File: config.mk
export PLATFORM = sky130hd
export DESIGN_NAME = id_stage_fwd
export DESIGN_NICKNAME = d
export VERILOG_FILES = /design/src/rtl/id_stage_fwd.sv
export SDC_FILE = /design/constraint.sdc
export NUM_CORES = 2
export LEC_CHECK = 0
export ABC_AREA = 1
export CORE_MARGIN = 3
export CORE_UTILIZATION = 31
export DETAILED_ROUTE_END_ITERATION = 12
export PLACE_DENSITY = 0.46
export SETUP_SLACK_MARGIN = 0.15
export SYNTH_ARGS = -nofsm -noshare
export SYNTH_HDL_FRONTEND = slang
export SYNTH_SLANG_ARGS = --single-unit
File: constraint.sdc
create_clock -name clk -period 51.3 [get_ports clk]
set_clock_uncertainty 0.15 [all_clocks]
set_input_delay 15.39 -clock clk [delete_from_list [all_inputs] [get_ports clk]]
set_output_delay 15.39 -clock clk [all_outputs]
set_load 0.03 [all_outputs]
File: src/rtl/id_stage_fwd.sv
// Decode/operand-fetch stage: owns the architectural register file, resolves
// operands through an EX > MEM > WB forwarding network, inserts a bubble on a
// load-use hazard and hands a registered bundle to EX over valid/ready.
//
// Handshake: an instruction moves from IF into this stage on a clock edge where
// if_valid_i && if_ready_o && !flush_i. The bundle moves on to EX on an edge
// where id_valid_o && ex_ready_i. While id_valid_o && !ex_ready_i, every output
// holds its value. flush_i raises if_ready_o so that IF drops the instruction
// it is presenting.
module id_stage_fwd #(
  parameter int XLEN    = 32,
  parameter int NUM_REG = 32,
  parameter int CTRL_W  = 24,
  parameter int CNT_W   = 16,
  localparam int RA_W   = $clog2(NUM_REG)
) (
  input  logic              clk,
  input  logic              rst,
  input  logic              if_valid_i,
  output logic              if_ready_o,
  input  logic [XLEN-1:0]   if_pc_i,
  input  logic [XLEN-1:0]   if_imm_i,
  input  logic [CTRL_W-1:0] if_ctrl_i,
  input  logic [RA_W-1:0]   if_rs1_i,
  input  logic [RA_W-1:0]   if_rs2_i,
  input  logic [RA_W-1:0]   if_rd_i,
  input  logic              if_use_rs1_i,
  input  logic              if_use_rs2_i,
  input  logic              flush_i,
  input  logic [RA_W-1:0]   ex_rd_i,
  input  logic              ex_we_i,
  input  logic              ex_is_load_i,
  input  logic [XLEN-1:0]   ex_data_i,
  input  logic [RA_W-1:0]   mem_rd_i,
  input  logic              mem_we_i,
  input  logic [XLEN-1:0]   mem_data_i,
  input  logic [RA_W-1:0]   wb_rd_i,
  input  logic              wb_we_i,
  input  logic [XLEN-1:0]   wb_data_i,
  output logic              id_valid_o,
  input  logic              ex_ready_i,
  output logic [XLEN-1:0]   id_pc_o,
  output logic [XLEN-1:0]   id_imm_o,
  output logic [XLEN-1:0]   id_rs1_data_o,
  output logic [XLEN-1:0]   id_rs2_data_o,
  output logic [CTRL_W-1:0] id_ctrl_o,
  output logic [RA_W-1:0]   id_rs1_o,
  output logic [RA_W-1:0]   id_rs2_o,
  output logic [RA_W-1:0]   id_rd_o,
  output logic [CNT_W-1:0]  stall_cnt_o
);

  logic [XLEN-1:0]   rf_q [NUM_REG];
  logic [XLEN-1:0]   rf_d [NUM_REG];

  logic              id_valid_q, id_valid_d;
  logic [XLEN-1:0]   pc_q, pc_d;
  logic [XLEN-1:0]   imm_q, imm_d;
  logic [XLEN-1:0]   rs1_data_q, rs1_data_d;
  logic [XLEN-1:0]   rs2_data_q, rs2_data_d;
  logic [CTRL_W-1:0] ctrl_q, ctrl_d;
  logic [RA_W-1:0]   rs1_q, rs1_d;
  logic [RA_W-1:0]   rs2_q, rs2_d;
  logic [RA_W-1:0]   rd_q, rd_d;
  logic [CNT_W-1:0]  stall_cnt_q, stall_cnt_d;

  logic [XLEN-1:0]   rs1_fwd;
  logic [XLEN-1:0]   rs2_fwd;
  logic              hazard;
  logic              load_en;

  // Operand source selection for one read port. A load in EX has no data
  // yet, so it is skipped here; the hazard logic stalls any real consumer.
  // The WB match doubles as register-file write-through.
  function automatic logic [XLEN-1:0] fwd_sel(input logic [RA_W-1:0] addr,
                                              input logic [XLEN-1:0] rf_val);
    logic [XLEN-1:0] res;
    res = rf_val;
    if (addr == '0)                                          res = '0;
    else if (ex_we_i && !ex_is_load_i && ex_rd_i == addr)    res = ex_data_i;
    else if (mem_we_i && mem_rd_i == addr)                   res = mem_data_i;
    else if (wb_we_i && wb_rd_i == addr)                     res = wb_data_i;
    return res;
  endfunction

  // Forwarded operand values for the instruction presented by IF.
  always_comb begin
    rs1_fwd = fwd_sel(if_rs1_i, rf_q[if_rs1_i]);
    rs2_fwd = fwd_sel(if_rs2_i, rf_q[if_rs2_i]);
  end

  assign hazard = if_valid_i && ex_we_i && ex_is_load_i && (ex_rd_i != '0) &&
                  ((if_use_rs1_i && (if_rs1_i == ex_rd_i)) ||
                   (if_use_rs2_i && (if_rs2_i == ex_rd_i)));
  assign load_en    = ex_ready_i || !id_valid_q;
  assign if_ready_o = flush_i || (load_en && !hazard);

  // Register file next state: WB writes land here; x0 is never written.
  always_comb begin
    for (int i = 0; i < NUM_REG; i++) rf_d[i] = rf_q[i];
    if (wb_we_i && (wb_rd_i != '0)) rf_d[wb_rd_i] = wb_data_i;
  end

  // Register file storage, cleared by reset.
  always_ff @(posedge clk or posedge rst) begin
    if (rst) begin
      for (int i = 0; i < NUM_REG; i++) rf_q[i] <= '0;
    end else begin
      for (int i = 0; i < NUM_REG; i++) rf_q[i] <= rf_d[i];
    end
  end

  // Output bundle next state: flush, then hold, then bubble, then load.
  always_comb begin
    id_valid_d  = id_valid_q;
    pc_d        = pc_q;
    imm_d       = imm_q;
    rs1_data_d  = rs1_data_q;
    rs2_data_d  = rs2_data_q;
    ctrl_d      = ctrl_q;
    rs1_d       = rs1_q;
    rs2_d       = rs2_q;
    rd_d        = rd_q;
    stall_cnt_d = stall_cnt_q;
    if (flush_i) begin
      id_valid_d = 1'b0;
      ctrl_d     = '0;
    end else if (!load_en) begin
      id_valid_d = id_valid_q;
    end else if (hazard) begin
      id_valid_d = 1'b0;
      ctrl_d     = '0;
      if (stall_cnt_q != '1)
        stall_cnt_d = stall_cnt_q + {{(CNT_W-1){1'b0}}, 1'b1};
    end else begin
      id_valid_d = if_valid_i;
      if (if_valid_i) begin
        pc_d       = if_pc_i;
        imm_d      = if_imm_i;
        rs1_data_d = rs1_fwd;
        rs2_data_d = rs2_fwd;
        ctrl_d     = if_ctrl_i;
        rs1_d      = if_rs1_i;
        rs2_d      = if_rs2_i;
        rd_d       = if_rd_i;
      end else begin
        ctrl_d     = '0;
      end
    end
  end

  // Output bundle and stall counter registers.
  always_ff @(posedge clk or posedge rst) begin
    if (rst) begin
      id_valid_q  <= 1'b0;
      pc_q        <= '0;
      imm_q       <= '0;
      rs1_data_q  <= '0;
      rs2_data_q  <= '0;
      ctrl_q      <= '0;
      rs1_q       <= '0;
      rs2_q       <= '0;
      rd_q        <= '0;
      stall_cnt_q <= '0;
    end else begin
      id_valid_q  <= id_valid_d;
      pc_q        <= pc_d;
      imm_q       <= imm_d;
      rs1_data_q  <= rs1_data_d;
      rs2_data_q  <= rs2_data_d;
      ctrl_q      <= ctrl_d;
      rs1_q       <= rs1_d;
      rs2_q       <= rs2_d;
      rd_q        <= rd_d;
      stall_cnt_q <= stall_cnt_d;
    end
  end

  assign id_valid_o    = id_valid_q;
  assign id_pc_o       = pc_q;
  assign id_imm_o      = imm_q;
  assign id_rs1_data_o = rs1_data_q;
  assign id_rs2_data_o = rs2_data_q;
  assign id_ctrl_o     = ctrl_q;
  assign id_rs1_o      = rs1_q;
  assign id_rs2_o      = rs2_q;
  assign id_rd_o       = rd_q;
  assign stall_cnt_o   = stall_cnt_q;

endmodule

-- Word level (Yosys, flattened, before mapping)
Cells that the tools add are included.
- register bits after elaboration: 1208
- bits in latches: 0
- RAM bits: 0
- memory bits (read-only): 0
- input bits: 225
- output and inout port bits: 185
- word-level logic and storage cells: 114
- memories kept: 0
- add/subtract/negate cells: 1
- $mul: 0
- div/mod/pow operators: 0
- order comparisons: 4
- equal/unequal tests: 9
- shift-type cells: 0
- muxes and demuxes: 24
- bitwise gates (word level): 5
- reduce and logical (&&, ||, !) cells: 29
- operator list (operator ; count):
    bitwise mux 1024 bit ; 1
    2-to-1 mux 32 bit ; 13
    binary-select mux 32 bit (select 5 bit) ; 2
    demux 32 bit (select 5 bit) ; 1
    2-to-1 mux 24 bit ; 4
    equality test 5 bit ; 8
    greater-or-equal comparator 6 bit, second input constant ; 3
    NOT 5 -> 6 bit ; 3
    adder 16 x 1 -> 16 bit, second input constant ; 1
    logical AND 1 bit ; 16
    inequality test 16 bit, second input constant ; 1
    logical NOT 5 bit ; 2
    nonzero test 5 bit ; 2
    AND reduction 4 bit ; 2
    < comparator 6 x 1 -> 1 bit, second input constant ; 1
    logical NOT 1 bit ; 3
    logical OR 1 bit ; 3
    2-to-1 mux 1 bit ; 3
    NOT 1 bit ; 2
    nonzero test 2 bit ; 1

-- Longest topological paths before layout
- depth in word-level cells: 8
- gate-level depth with buffers: 17
- mapped depth without buffers: 14

-- Worst setup path before layout
No wires, ideal clock.
- path kind: input to output
- start: in if_rs2_i[0]
- end: out if_ready_o
- arrival: 16.855 ns
- data required time: 35.760 ns
- setup slack: 18.905 ns
- stages: 9
- path buffers: 2
- path through: buf_4 buf_4 nor2_1 nor3_2 nand4_1 nand2_1 nand2_2 inv_2 o21ai_0
- word-level cells in the longest chain between the ends: 7
- RTL lines (what ; RTL line ; RTL):
    start: declaration ; 25 ; input logic [RA_W-1:0] if_rs2_i,
    equality test 5 bit ; 94 ; (if_use_rs2_i && (if_rs2_i == ex_rd_i)));
    logical AND 1 bit ; 94 ;
    logical OR 1 bit ; 93 ; ((if_use_rs1_i && (if_rs1_i == ex_rd_i)) ||
    logical AND 1 bit ; 92 ; assign hazard = if_valid_i && ex_we_i && ex_is_load_i && (ex_rd_i != '0) &&
    logical NOT 1 bit ; 96 ; assign if_ready_o = flush_i || (load_en && !hazard);
    logical AND 1 bit ; 96 ;
    logical OR 1 bit ; 96 ;
    end: declaration ; 20 ; output logic if_ready_o,
No other way between the ends.

-- Worst setup path after layout
- start: in if_rs1_i[0]
- end: out if_ready_o
- word-level cells in the longest chain between the ends: 7
- RTL lines (what ; RTL line ; RTL):
    start: declaration ; 24 ; input logic [RA_W-1:0] if_rs1_i,
    equality test 5 bit ; 93 ;
    logical AND 1 bit ; 93 ;
    logical OR 1 bit ; 93 ;
    logical AND 1 bit ; 92 ;
    logical NOT 1 bit ; 96 ;
    logical AND 1 bit ; 96 ;
    logical OR 1 bit ; 96 ;
No other way between the ends.

==> results.py <==
metrics = {
    "run": {
        "maxCapViolCount": 0,
    },
    "die": {
        "die_w_um": 473,
        "start_util": 0.313,
        "die_h_um": 473,
        "design.core.area_um2": 216000,
        "rows": 170,
        "io_pins": 410,
        "dieArea_um2": 224000,
    },
    "setup_path": {
        "worstPathArrival_ns": 18.85,
        "reg2reg_slack_ns": 48.37,
        "crit_required_ns": 35.76,
        "end_kind": "primary output",
        "critPathLaunchType": "input port",
        "crit_type": "input port to primary output",
        "cp_max_fo": 121,
    },
    "synth": {
        "syn_inst": 9833,
        "synth_area_leaders": "dfrtp_1 45%, nand2_1 20%, o21ai_0 9.5%",
        "yosysUniqueCellTypes": 39,
        "synth-edff-count": 0,
        "ys_ff_latch": 1208,
        "yosysTopAreaCellShare": 0.447,
        "syn-cell-area_um2": 67600,
        "ys.flop_type": "dfrtp_1",
        "ys_warn_count": 0,
        "synth.yosys.seq_area_share": 0.447,
        "synth_nets": 10059,
        "ys_top_cells_by_count": "3523 x nand2_1, 1276 x o21ai_0, 1208 x dfrtp_1",
        "synth_most_common_cell": "nand2_1",
        "yosys.area.top_type": "dfrtp_1",
        "avgSynthCellArea_um2": 6.87,
        "synthArstFlopShare": 1.00,
    },
    "power_and_ir_drop": {
        "p_comb_frac": 0.213,
        "swShare": 0.324,
        "irDropWorstVdd_v": 0.0000361,
        "seq_power_share": 0.412,
        "p_int_mw": 2.03,
        "power_frac_clock": 0.375,
        "p_switching_mw": 0.973,
        "leakage_nw": 37.2,
        "cellPowerDensity_nw_per_um2": 38.3,
    },
    "drt": {
        "viasPerCell": 5.23,
        "wl_um": 312000,
        "drcViolationCount": 0,
        "drt_iter0_drc": 7205,
        "wire_per_inst_um": 24.6,
        "vias": 66458,
        "antenna_left": 0,
        "drt-pass1-iter-count": 11,
    },
    "finish": {
        "drive_above_1_share": 0.0463,
        "syn_to_final_growth_pct": 16.1,
        "utilization": 0.364,
        "nets": 9969,
        "final_area_um2": 78500,
    },
    "clock_network": {
        "cts_root_buffer": "clkbuf_16",
        "cts_resized": 0,
        "cts_tree": "done",
        "cts_buffers": 148,
        "cts.reportedPaths.clkPinSlew_ns": 0.06,
        "worstSkewPairLatency_ns": 0.78,
        "cts_hold_buf": 0,
        "htree_num_levels": 4,
        "cts.sinks": 1208,
        "cts_setup_buffers": 0,
        "cts_buffer_depth": 3,
    },
    "sta": {
        "post-route-period-util": 0.670,
        "tns_ns": 0,
        "slew_viol_final": 0,
        "worstMarginPinSlew_ns": 1.20,
        "setup_viol": 0,
        "min_period_ns": 34.39,
        "hold_viol_final": 0,
        "grt_setup_unrepaired": "no",
        "relSlewSlack": 0.195,
        "fmax_mhz": 29.1,
    },
    "global_routing": {
        "grtUsageTotal": 0.272,
        "grt_pass1_wl_um": 453000,
        "overflow": 0,
        "grt_pass1_vias": 63323,
        "grt_max_degree": 124,
        "antenna_found_initial": 6,
    },
    "placed_design": {
        "place_hpwl_um": 176000,
        "io_buffer_count": 409,
        "placed_area_um2": 73300,
        "gp_congestion": 0.833,
    },
    "outcome": {
        "status": "finished, final reports clean",
    },
    "worst_hold_path": {
        "hold_path.class": "flop to flop",
    },
}
==> final cells by class <==
type	instances	area, um2
Timing Repair Buffer	545	5180
Fill cell	22955	137000
Antenna cell	5	12.5
Sequential cell	1208	30200
Multi-Input combinational cell	7088	31500
Inverter	752	2870
Tap cell	2838	3550
Clock inverter	30	429
Clock buffer	230	4730
==> cell families (layout without fill, tap and decap cells) <==
kind of cell | count (synthesis) | count (layout) | share of synthesized area
compound gates | 1919 | 1919 | 0.150
flops | 1208 | 1208 | 0.447
buf+inv | 1537 | 1557 | 0.0912
other cells | 0 | 5 | 0
simple gates | 5146 | 5146 | 0.308
fa+ha+maj | 1 | 1 | 0.000185
xor+xnor | 22 | 22 | 0.00285
==> worst max-delay path, cell delays in order <==
cell and delay, ns:
buf_8 0.56, inv_8 0.52, nor2_1 0.22, nor3_1 0.11, nand4_1 0.09, nand2_1 0.46
nand2_4 0.51, inv_2 0.06, o21ai_0 0.15, clkdlybuf4s50_1 0.69
==> power groups by stage <==
stage / combinational, mW / sequential, mW / clock, mW
after floorplan: 0.386 / 1.27 / 0
after global placement: 0.632 / 1.25 / 0
after detailed placement: 0.640 / 1.25 / 0
after CTS: 0.642 / 1.24 / 1.15
after global routing: 0.722 / 1.26 / 1.19
final: 0.639 / 1.24 / 1.13
==> flip-flops by register name, indices dropped and copies added, names as in the netlist <==
name           cells
rf_q            1024
id_imm_o          32
id_pc_o           32
id_rs1_data_o     32
id_rs2_data_o     32
id_ctrl_o         24
stall_cnt_o       16
id_rd_o            5
id_rs1_o           5
id_rs2_o           5
id_valid_o         1
==> layout by cell type, fill, tap and decap left out, types with 3 or more instances in the layout <==
master,instances
o211ai_1,164
inv_2,11
nor2_1,550
clkinv_2,21
clkbuf_16,159
o21ai_0,1276
diode_2,5
a21boi_0,18
buf_8,3
inv_8,4
dfrtp_1,1208
o22ai_1,9
o21ai_1,48
nand4_1,12
clkdlybuf4s50_1,399
or2_0,29
xor2_1,15
inv_1,730
o21a_1,31
bufinv_16,11
nand2_1,3496
nor3_2,6
nand3_1,989
buf_12,5
buf_4,135
nor2_4,8
nor3_1,14
clkbuf_1,23
clkbuf_8,48
xnor2_1,7
nand2_4,28
a21oi_1,369
==> per-stage QoR <==
| step | total power, mW | cells | setup WS [ns] | hold WS, ns |
|---|---|---|---|---|
| global placement | 1.88 | 12431 | 16.75 | 0.215 |
| CTS | 3.03 | 12691 | 16.86 | 0.228 |
| detailed placement | 1.89 | 12431 | 16.86 | 0.216 |
| global route | 3.17 | 12691 | 16.61 | 0.235 |
| finish | 3.01 | 12696 | 16.91 | 0.226 |
| floorplan | 1.66 | 9833 | 1.73 | 0.279 |
==> metal layers <==
metal | GRT usage | routed length, um | share of wire | vias up
li1 | - | - | - | 31246
met1 | 0.349 | 130000 | 0.42 | 32292
met2 | 0.458 | 149000 | 0.48 | 2377
met3 | 0.0360 | 17800 | 0.057 | 541
met4 | 0.122 | 15500 | 0.050 | 2
met5 | 0 | 7 | 0.000022 | -
==> worst paths after layout <==
kind,startpoint,endpoint,depth (start not counted)
worst max-delay path,if_rs1_i[0],if_ready_o,10
worst min-delay path,rf_q[1007],rf_q[1007],0
worst max register to register,id_valid_o,id_rs2_o[1],8
worst min register to register,rf_q[1007],rf_q[1007],0
max in group asynchronous,rst,id_rs1_data_o[17],7
min in group asynchronous,rst,rf_q[629],2
Power figures use the tool's default switching activity.
